==> config.mk <==
export PLATFORM = sky130hd
export DESIGN_NAME = neopixel_driver
export DESIGN_NICKNAME = d
export VERILOG_FILES = /design/src/rtl/neopixel_driver.sv
export SDC_FILE = /design/constraint.sdc
export NUM_CORES = 1
export LEC_CHECK = 0
export CAP_MARGIN = 20
export CORE_UTILIZATION = 25
export DETAILED_ROUTE_END_ITERATION = 10
export PLACE_DENSITY = 0.48
export SYNTH_ARGS = -nofsm -noshare
export SYNTH_HDL_FRONTEND = slang
export SYNTH_SLANG_ARGS = --single-unit
==> constraint.sdc <==
create_clock -name clock -period 4.9 [get_ports clock]
set_input_delay 0.98 -clock clock [delete_from_list [all_inputs] [get_ports clock]]
set_output_delay 0.98 -clock clock [all_outputs]
set_load 0.005 [all_outputs]
==> src/rtl/neopixel_driver.sv <==
// neopixel_driver
//   Holds a GRB colour buffer (NUM_PIXELS x 3 bytes) written one byte per load.
//   On a send request it shifts the whole buffer out as a WS2812 one-wire
//   waveform, then holds the line low for the latch gap before accepting
//   new work.
//
// Ports
//   clock          system clock, all logic on the rising edge
//   reset          synchronous, active-low reset
//   pixel_index    pixel addressed by a load (ignored if >= NUM_PIXELS)
//   color_index    0 = green, 1 = red, 2 = blue, 3 = no-op
//   color_level    byte written by a load
//   load_color     write strobe, one byte per asserted cycle (IDLE only)
//   send_it        start-of-frame strobe (IDLE only, loses to load_color)
//   neo_data       registered WS2812 serial output
//   ready_to_load  high while a load is accepted (IDLE)
//   ready_to_send  high while a send_it is accepted (IDLE)
module neopixel_driver #(
  parameter int NUM_PIXELS = 5,
  parameter int T0H_CYC    = 17,
  parameter int T1H_CYC    = 35,
  parameter int BIT_CYC    = 62,
  parameter int LATCH_CYC  = 2500
) (
  input  logic       clock,
  input  logic       reset,
  input  logic [2:0] pixel_index,
  input  logic [1:0] color_index,
  input  logic [7:0] color_level,
  input  logic       load_color,
  input  logic       send_it,
  output logic       neo_data,
  output logic       ready_to_load,
  output logic       ready_to_send
);

  localparam int MAX_CYC   = (BIT_CYC > LATCH_CYC) ? BIT_CYC : LATCH_CYC;
  localparam int CYC_W     = $clog2(MAX_CYC);
  localparam int PIX_W     = (NUM_PIXELS > 1) ? $clog2(NUM_PIXELS) : 1;
  localparam int NUM_BYTES = NUM_PIXELS * 3;
  localparam int ADDR_W    = $clog2(NUM_BYTES);
  localparam logic [3:0] NUM_PIX_L = 4'(NUM_PIXELS);

  typedef enum logic [1:0] {IDLE, SEND, LATCH} state_t;

  state_t             state_q, state_d;
  logic [CYC_W-1:0]   cyc_q, cyc_d;
  logic [4:0]         bit_q, bit_d;
  logic [PIX_W-1:0]   pix_q, pix_d;
  logic               neo_q, neo_d;
  logic               rdy_q, rdy_d;
  logic [7:0]         buf_q [NUM_BYTES];

  // Write port: byte address = pixel*3 + colour, computed wide enough for
  // out-of-range indices so the validity check happens before truncation.
  logic              wr_en;
  logic [4:0]        wr_full;
  logic [ADDR_W-1:0] wr_addr;

  assign wr_full = {2'b00, pixel_index} * 5'd3 + {3'b000, color_index};
  assign wr_addr = wr_full[ADDR_W-1:0];
  assign wr_en   = (state_q == IDLE) && load_color &&
                   ({1'b0, pixel_index} < NUM_PIX_L) && (color_index != 2'd3);

  // Read port looks at the next-state counters so the registered output
  // lines up with the bit being transmitted. bit_d[4:3] selects G/R/B and
  // ~bit_d[2:0] walks each byte MSB first.
  logic [ADDR_W-1:0] rd_addr;
  logic              rd_bit;

  assign rd_addr = ADDR_W'(pix_d) * ADDR_W'(3) + ADDR_W'(bit_d[4:3]);
  assign rd_bit  = buf_q[rd_addr][~bit_d[2:0]];

  always_comb begin
    state_d = state_q;
    cyc_d   = cyc_q;
    bit_d   = bit_q;
    pix_d   = pix_q;
    case (state_q)
      IDLE: begin
        if (send_it && !load_color) begin
          state_d = SEND;
          cyc_d   = '0;
          bit_d   = '0;
          pix_d   = '0;
        end
      end
      SEND: begin
        if (cyc_q == CYC_W'(BIT_CYC - 1)) begin
          cyc_d = '0;
          if (bit_q == 5'd23) begin
            bit_d = '0;
            if (pix_q == PIX_W'(NUM_PIXELS - 1)) begin
              pix_d   = '0;
              state_d = LATCH;
            end else begin
              pix_d = pix_q + PIX_W'(1);
            end
          end else begin
            bit_d = bit_q + 5'd1;
          end
        end else begin
          cyc_d = cyc_q + CYC_W'(1);
        end
      end
      LATCH: begin
        if (cyc_q == CYC_W'(LATCH_CYC - 1)) begin
          cyc_d   = '0;
          state_d = IDLE;
        end else begin
          cyc_d = cyc_q + CYC_W'(1);
        end
      end
      default: state_d = IDLE;
    endcase
  end

  always_comb begin
    neo_d = 1'b0;
    rdy_d = (state_d == IDLE);
    if (state_d == SEND) begin
      neo_d = rd_bit ? (cyc_d < CYC_W'(T1H_CYC)) : (cyc_d < CYC_W'(T0H_CYC));
    end
  end

  always_ff @(posedge clock) begin
    if (!reset) begin
      state_q <= IDLE;
      cyc_q   <= '0;
      bit_q   <= '0;
      pix_q   <= '0;
      neo_q   <= 1'b0;
      rdy_q   <= 1'b1;
    end else begin
      state_q <= state_d;
      cyc_q   <= cyc_d;
      bit_q   <= bit_d;
      pix_q   <= pix_d;
      neo_q   <= neo_d;
      rdy_q   <= rdy_d;
    end
  end

  // One register per buffer byte so reset can clear the whole buffer.
  generate
    for (genvar gi = 0; gi < NUM_BYTES; gi++) begin : g_buf
      always_ff @(posedge clock) begin
        if (!reset) begin
          buf_q[gi] <= 8'h00;
        end else if (wr_en && (wr_addr == ADDR_W'(gi))) begin
          buf_q[gi] <= color_level;
        end
      end
    end
  endgenerate

  assign neo_data      = neo_q;
  assign ready_to_load = rdy_q;
  assign ready_to_send = rdy_q;

endmodule

Word-level counts from Yosys, hierarchy flattened
Memories as Yosys holds them, arrays and structs flattened.
Index checks and enable logic that the tools add are counted.
{ "word_totals": {"regBits": 24, "ramBits": 120, "inputBits": 17, "output_inout_bits": 3, "elab_cells": 163, "mem_count": 1} }
{ "mem_list": {"columns": ["memory", "depth", "word_bits", "read_ports", "rd_ports_with_merged_regs", "wr", "line", "rtl"], "rows": [
  ["buf_q", 15, 8, 1, 0, 15, "52", "logic [7:0] buf_q [NUM_BYTES];"]
]} }
{ "op_classes": {"addsub": 5, "multipliers": 2, "n_lt_le_gt_ge": 4, "n_eq_ne": 22, "n_mux": 83, "bitwise": 16, "reduce_logical": 24} }
{ "op_table": {"columns": ["cell", "n"], "rows": [
  ["$mux W8", 15],
  ["$mux W1", 48],
  ["$mux W12", 3],
  ["$pmux W12 S3", 1],
  ["$eq A4 B4 Y1 const B", 7],
  ["$logic_and A1 B1 Y1", 19],
  ["$eq A4 B3 Y1 const B", 4],
  ["$mux W5", 3],
  ["$or A1 B1 Y1", 15],
  ["$add A12 B1 Y12 const B", 1],
  ["$eq A12 B12 Y1 const B", 1],
  ["$eq A12 B6 Y1 const B", 1],
  ["$lt A12 B5 Y1 const B", 1],
  ["$lt A12 B6 Y1 const B", 1],
  ["$mux W3", 4],
  ["$mux W2", 5],
  ["$pmux W5 S2", 1],
  ["$add A4 B2 Y4", 2],
  ["$eq A4 B2 Y1 const B", 2],
  ["$mul A3 B2 Y4 const B", 2],
  ["$pmux W2 S3", 1],
  ["$pmux W3 S2", 1],
  ["$add A5 B1 Y5 const B", 1],
  ["$eq A5 B5 Y1 const B", 1],
  ["14 further kinds", 16]
]} }

Logic depth before layout (Yosys ltp)
An unclocked memory read counts as a cell.
{ "depth": {"depth_word": 11, "ltp_mapped": 22, "mapped_depth_nobuf": 20} }

Worst setup path after synthesis
No wires, ideal clock.
{ "synth_timing": {"path_kind": "input to register", "from": "input port send_it", "to": "register neo_q, in the netlist neo_data", "setup_ps": 79, "arrival_ps": 4476, "required_ps": 4821, "path_slack_ps": 345, "stages": 18, "n_path_buf": 4, "path_cell_list": "nor2b_1 and2_1 buf_4 o21ai_0 xor2_1 ha_1 ha_1 inv_1 fa_1 buf_2 clkbuf_1 clkbuf_1 o21ai_0 nand2_1 o21ai_0 a21boi_0 o21ai_0 a211oi_2"} }
{ "synth_between": {"elab_chain_len": 9, "word_cells_on_any_way": 20, "classes_between": "1 x add/sub; 1 x mul; 2 x order compare; 1 x eq/ne; 11 x mux; 1 x bitwise; 2 x reduce/logical; 1 x memory"} }
{ "synth_rtl": {"columns": ["element", "line", "rtl"], "rows": [
  ["from (decl)", "31", "input logic send_it,"],
  ["$logic_and A1 B1 Y1 (*)", "81", "if (send_it && !load_color) begin"],
  ["$mux W3", "81", null],
  ["$pmux W3 S2", "79", "case (state_q)"],
  ["$mul A3 B2 Y4", "71", "assign rd_addr = ADDR_W'(pix_d) * ADDR_W'(3) + ADDR_W'(bit_d[4:3]);"],
  ["$add A4 B2 Y4", "71", null],
  ["$mem_v2 Z15 W8", null, null],
  ["$bmux W1 S3", "72", "assign rd_bit = buf_q[rd_addr][~bit_d[2:0]];"],
  ["$mux W1 (not written as such)", "72", null],
  ["$mux W1", "122", "neo_d = rd_bit ? (cyc_d < CYC_W'(T1H_CYC)) : (cyc_d < CYC_W'(T0H_CYC));"],
  ["to (signal assigned)", "139", "neo_q <= neo_d;"],
  ["to (decl)", "50", "logic neo_q, neo_d;"]
]} }
Every way passes the cells marked *; elsewhere a longest branch is shown, timed or not. The select of a mux whose other input is x is not followed.
A chain may end at the register's enable or synchronous reset.

Worst setup path after layout
{ "layout_timing": {"from": "register cyc_q[1]", "to": "register neo_q, in the netlist neo_data"} }
{ "layout_between": {"elab_chain_len": 9, "word_cells_on_any_way": 25, "classes_between": "2 x add/sub; 1 x mul; 2 x order compare; 3 x eq/ne; 14 x mux; 1 x bitwise; 1 x reduce/logical; 1 x memory"} }
{ "layout_rtl": {"columns": ["element", "line", "rtl"], "rows": [
  ["from (decl)", "47", "logic [CYC_W-1:0] cyc_q, cyc_d;"],
  ["from (signal assigned)", "136", "cyc_q <= cyc_d;"],
  ["$eq A12 B6 Y1", "89", "if (cyc_q == CYC_W'(BIT_CYC - 1)) begin"],
  ["$mux W3", "89", null],
  ["$pmux W3 S2", "79", null],
  ["$mul A3 B2 Y4", "71", null],
  ["$add A4 B2 Y4", "71", null],
  ["$mem_v2 Z15 W8", null, null],
  ["$bmux W1 S3", "72", null],
  ["$mux W1 (not written as such)", "72", null],
  ["$mux W1", "122", null]
]} }
Parallel ways exist; a longest one is shown, timed or not. The select of a mux whose other input is x is not followed.

==> flow_summary.toml <==
[status]
status = "complete, no violations"

[synth]
ys_ff_latch = 144
yosys-top-cells-area = "edfxtp_1 48%, and2_1 11%, mux4_2 7.2%, dfxtp_1 6.4%, o21ai_0 2.8%"
yosysTopAreaCell = "edfxtp_1"
syn_inst = 629
synth_top_cell_area_share = 0.480
yosysMostFrequentCell = "and2_1"
synthTopCellsByCount = "129 x and2_1, 120 x edfxtp_1, 42 x nor2_1, 42 x o21ai_0, 32 x nand2_1"
synth_flop_cell = "edfxtp_1"
syn_area_um2 = 7500
synth-seq-area-share = 0.544
synth-edff-count = 120
syn_nets = 661
avgSynthCellArea_um2 = 11.9
async_flop_share = 0
ys_types = 59
ys_warn_count = 0

[finish]
drive_gt1_frac = 0.172
fin_cells = 1082
area_growth_syn_to_layout_pct = 19.9
nets = 711
final_util = 0.304
n_antenna_cell = 0

[placed_design]
dpl.cell_count = 1050
post-dp-hpwl_um = 13200
place_congestion = 0.777
numPortBuffers = 19

[setup_path]
critPathRequiredTime_ns = 5.20
slowest_stage = "fa_1"
cp-end-kind = "flop"
path_max_fanout = 11
critPathMaxStageDelay_ns = 0.62
crit_type = "reg -> reg"
critPathLaunchType = "flop"
arrival_ns = 4.81
cpMostUsedCell = "ha_1"
crit_chain = "inv_1 > ha_1 > and3_1 > nand4_2 > nor2_1 > nand2_1 > o21ai_1 > xor2_1 > ha_1 > ha_1 > inv_1 > fa_1 > buf_4 > mux4_2 > mux2i_1 > nor2_1 > a221o_1 > mux2_4 > a211oi_2 > a211oi_2"

[sta]
rsz0062_at_grt = "no"
finalCriticalPeriod_ns = 4.51
setup_violations = 0
fmax_ghz = 0.222
skew_ns = 0.0137
period_share = 0.921
drv_slew = 0
tightest_slew_ns = 1.05
relSlewSlack = 0.291
hold_viol_final = 0
setup-tns-final_ns = 0

[cts]
hold_buffers = 0
cts_resized = 0
htree_levels = 4
clk-insertion-delay-late_ns = 0.43
root_buffer = "clkbuf_16"
cts_sinks = 144
path_clk_slew_ns = 0.08
cts_tree = "yes"
cts_made_buffers = 17
clk_path_buf_depth = 2
post_cts_buffers = 0

[floorplanning]
ios = 20
core-area_um2 = 29600
dieArea_um2 = 30700
rows = 63
start_util = 0.254
fp.dieW_um = 175
fp.dieH_um = 175

[detailed_routing]
ant_nets = 0
wl_per_cell_um = 17.2
via_per_inst = 4.49
drtPass1Iterations = 5
drc = 0
num_vias = 4854
routed_wirelength_um = 18600
drtIter0Drc = 356

[global_routing]
gr-total-overflow = 0
antenna_found_initial = 0
grt_usage = 0.128
grt_max_degree = 27
grt_pass1_wl_um = 29400
first_global_vias = 4938

[min_path]
hold_class = "reg -> reg"

[power_and_ir_drop]
p_leak_uw = 0.00320
power_density_nw_per_um2 = 323
irDropWorstVdd_v = 0.000231

[run]
cap_violations = 0
==> registers in the layout, indices dropped and copies added, names as in the netlist <==
register / flops
bit_q: 5
buf_q: 120
cyc_q: 12
neo_data: 1
pix_q: 3
ready_to_load: 1
state_q: 2
==> worst paths after layout <==
kind	start	end	slack, ns	depth (start not counted)
hold reg to reg	bit_q[1]	bit_q[1]	0.54	2
hold / removal	bit_q[1]	bit_q[1]	0.54	2
setup / recovery	cyc_q[1]	neo_data	0.39	20
setup reg to reg	cyc_q[1]	neo_data	0.39	20
==> cell type report <==
class | count | area [um^2]
inverter | 11 | 41.3
sequential | 144 | 4080
tap | 390 | 488
clock inverter | 15 | 184
timing repair buffer | 63 | 546
clock buffer | 17 | 425
multi-input combinational | 442 | 3230
fill | 2963 | 20600
==> critical path, delay by kind of cell, from the launching register on <==
family	cells	cell delay (ns)
compound gates	4	0.78
xor+xnor	1	0.12
fa+ha+maj	4	1.18
buf+inv	3	0.34
flops	1	0.36
mux	3	0.68
simple gates	5	0.91
==> layer usage <==
layer	wire length, um	vias to the layer above	GRT usage
met5	0	-	0
met4	253	0	0.0399
met3	497	19	0.0272
met1	9330	2359	0.178
met2	8500	77	0.198
li1	-	2399	-
==> placed cells by master, fill, tap and decap left out, types with 3 or more instances in the layout <==
cell type        instances
a21boi_0                 6
a21oi_1                 30
and2_1                 129
buf_4                   42
clkbuf_16               17
clkdlybuf4s50_1         19
clkinv_8                 5
dfxtp_1                 24
edfxtp_1               120
fa_1                     3
ha_1                    11
inv_1                   11
inv_6                    5
inv_8                    3
mux2_2                   7
mux2i_1                 18
mux4_2                  24
nand2_1                 32
nand2b_1                 5
nand3_1                 16
nand3b_1                 3
nand4_1                  3
nand4b_1                 3
nor2_1                  42
nor2b_1                  9
nor3_1                   6
o21a_1                   5
o21ai_0                 41
xnor2_1                  3
xor2_1                   3
==> per-stage QoR <==
stage | hold slack [ns] | total power (uW) | area (um^2) | worst slack, ns
final | 0.545 | 2910 | 9000 | 0.389
after global routing | 0.573 | 3000 | 9000 | 0.0629
after CTS | 0.543 | 2930 | 8990 | 0.256
after detailed placement | 0.531 | 1610 | 8380 | -0.115
after global placement | 0.528 | 1620 | 8380 | -0.0671
after floorplan | 0.482 | 1520 | 7500 | 0.345
==> report_power, final <==
part / switching (uW) / internal [uW] / total [uW]
Combinational: 123 / 76.3 / 199
Clock: 627 / 695 / 1320
Sequential: 15.6 / 1370 / 1380
==> cell families after synthesis <==
group                    synth area share
buffers and inverters              0.0259
multiplexers                        0.109
AND/OR/NAND/NOR                     0.201
AO/OA/AOI/OAI                      0.0831
adder cells (fa/ha/maj)            0.0280
flip-flops                          0.544
XOR/XNOR                          0.00918
No activity file was read; power rests on OpenSTA's default activity.
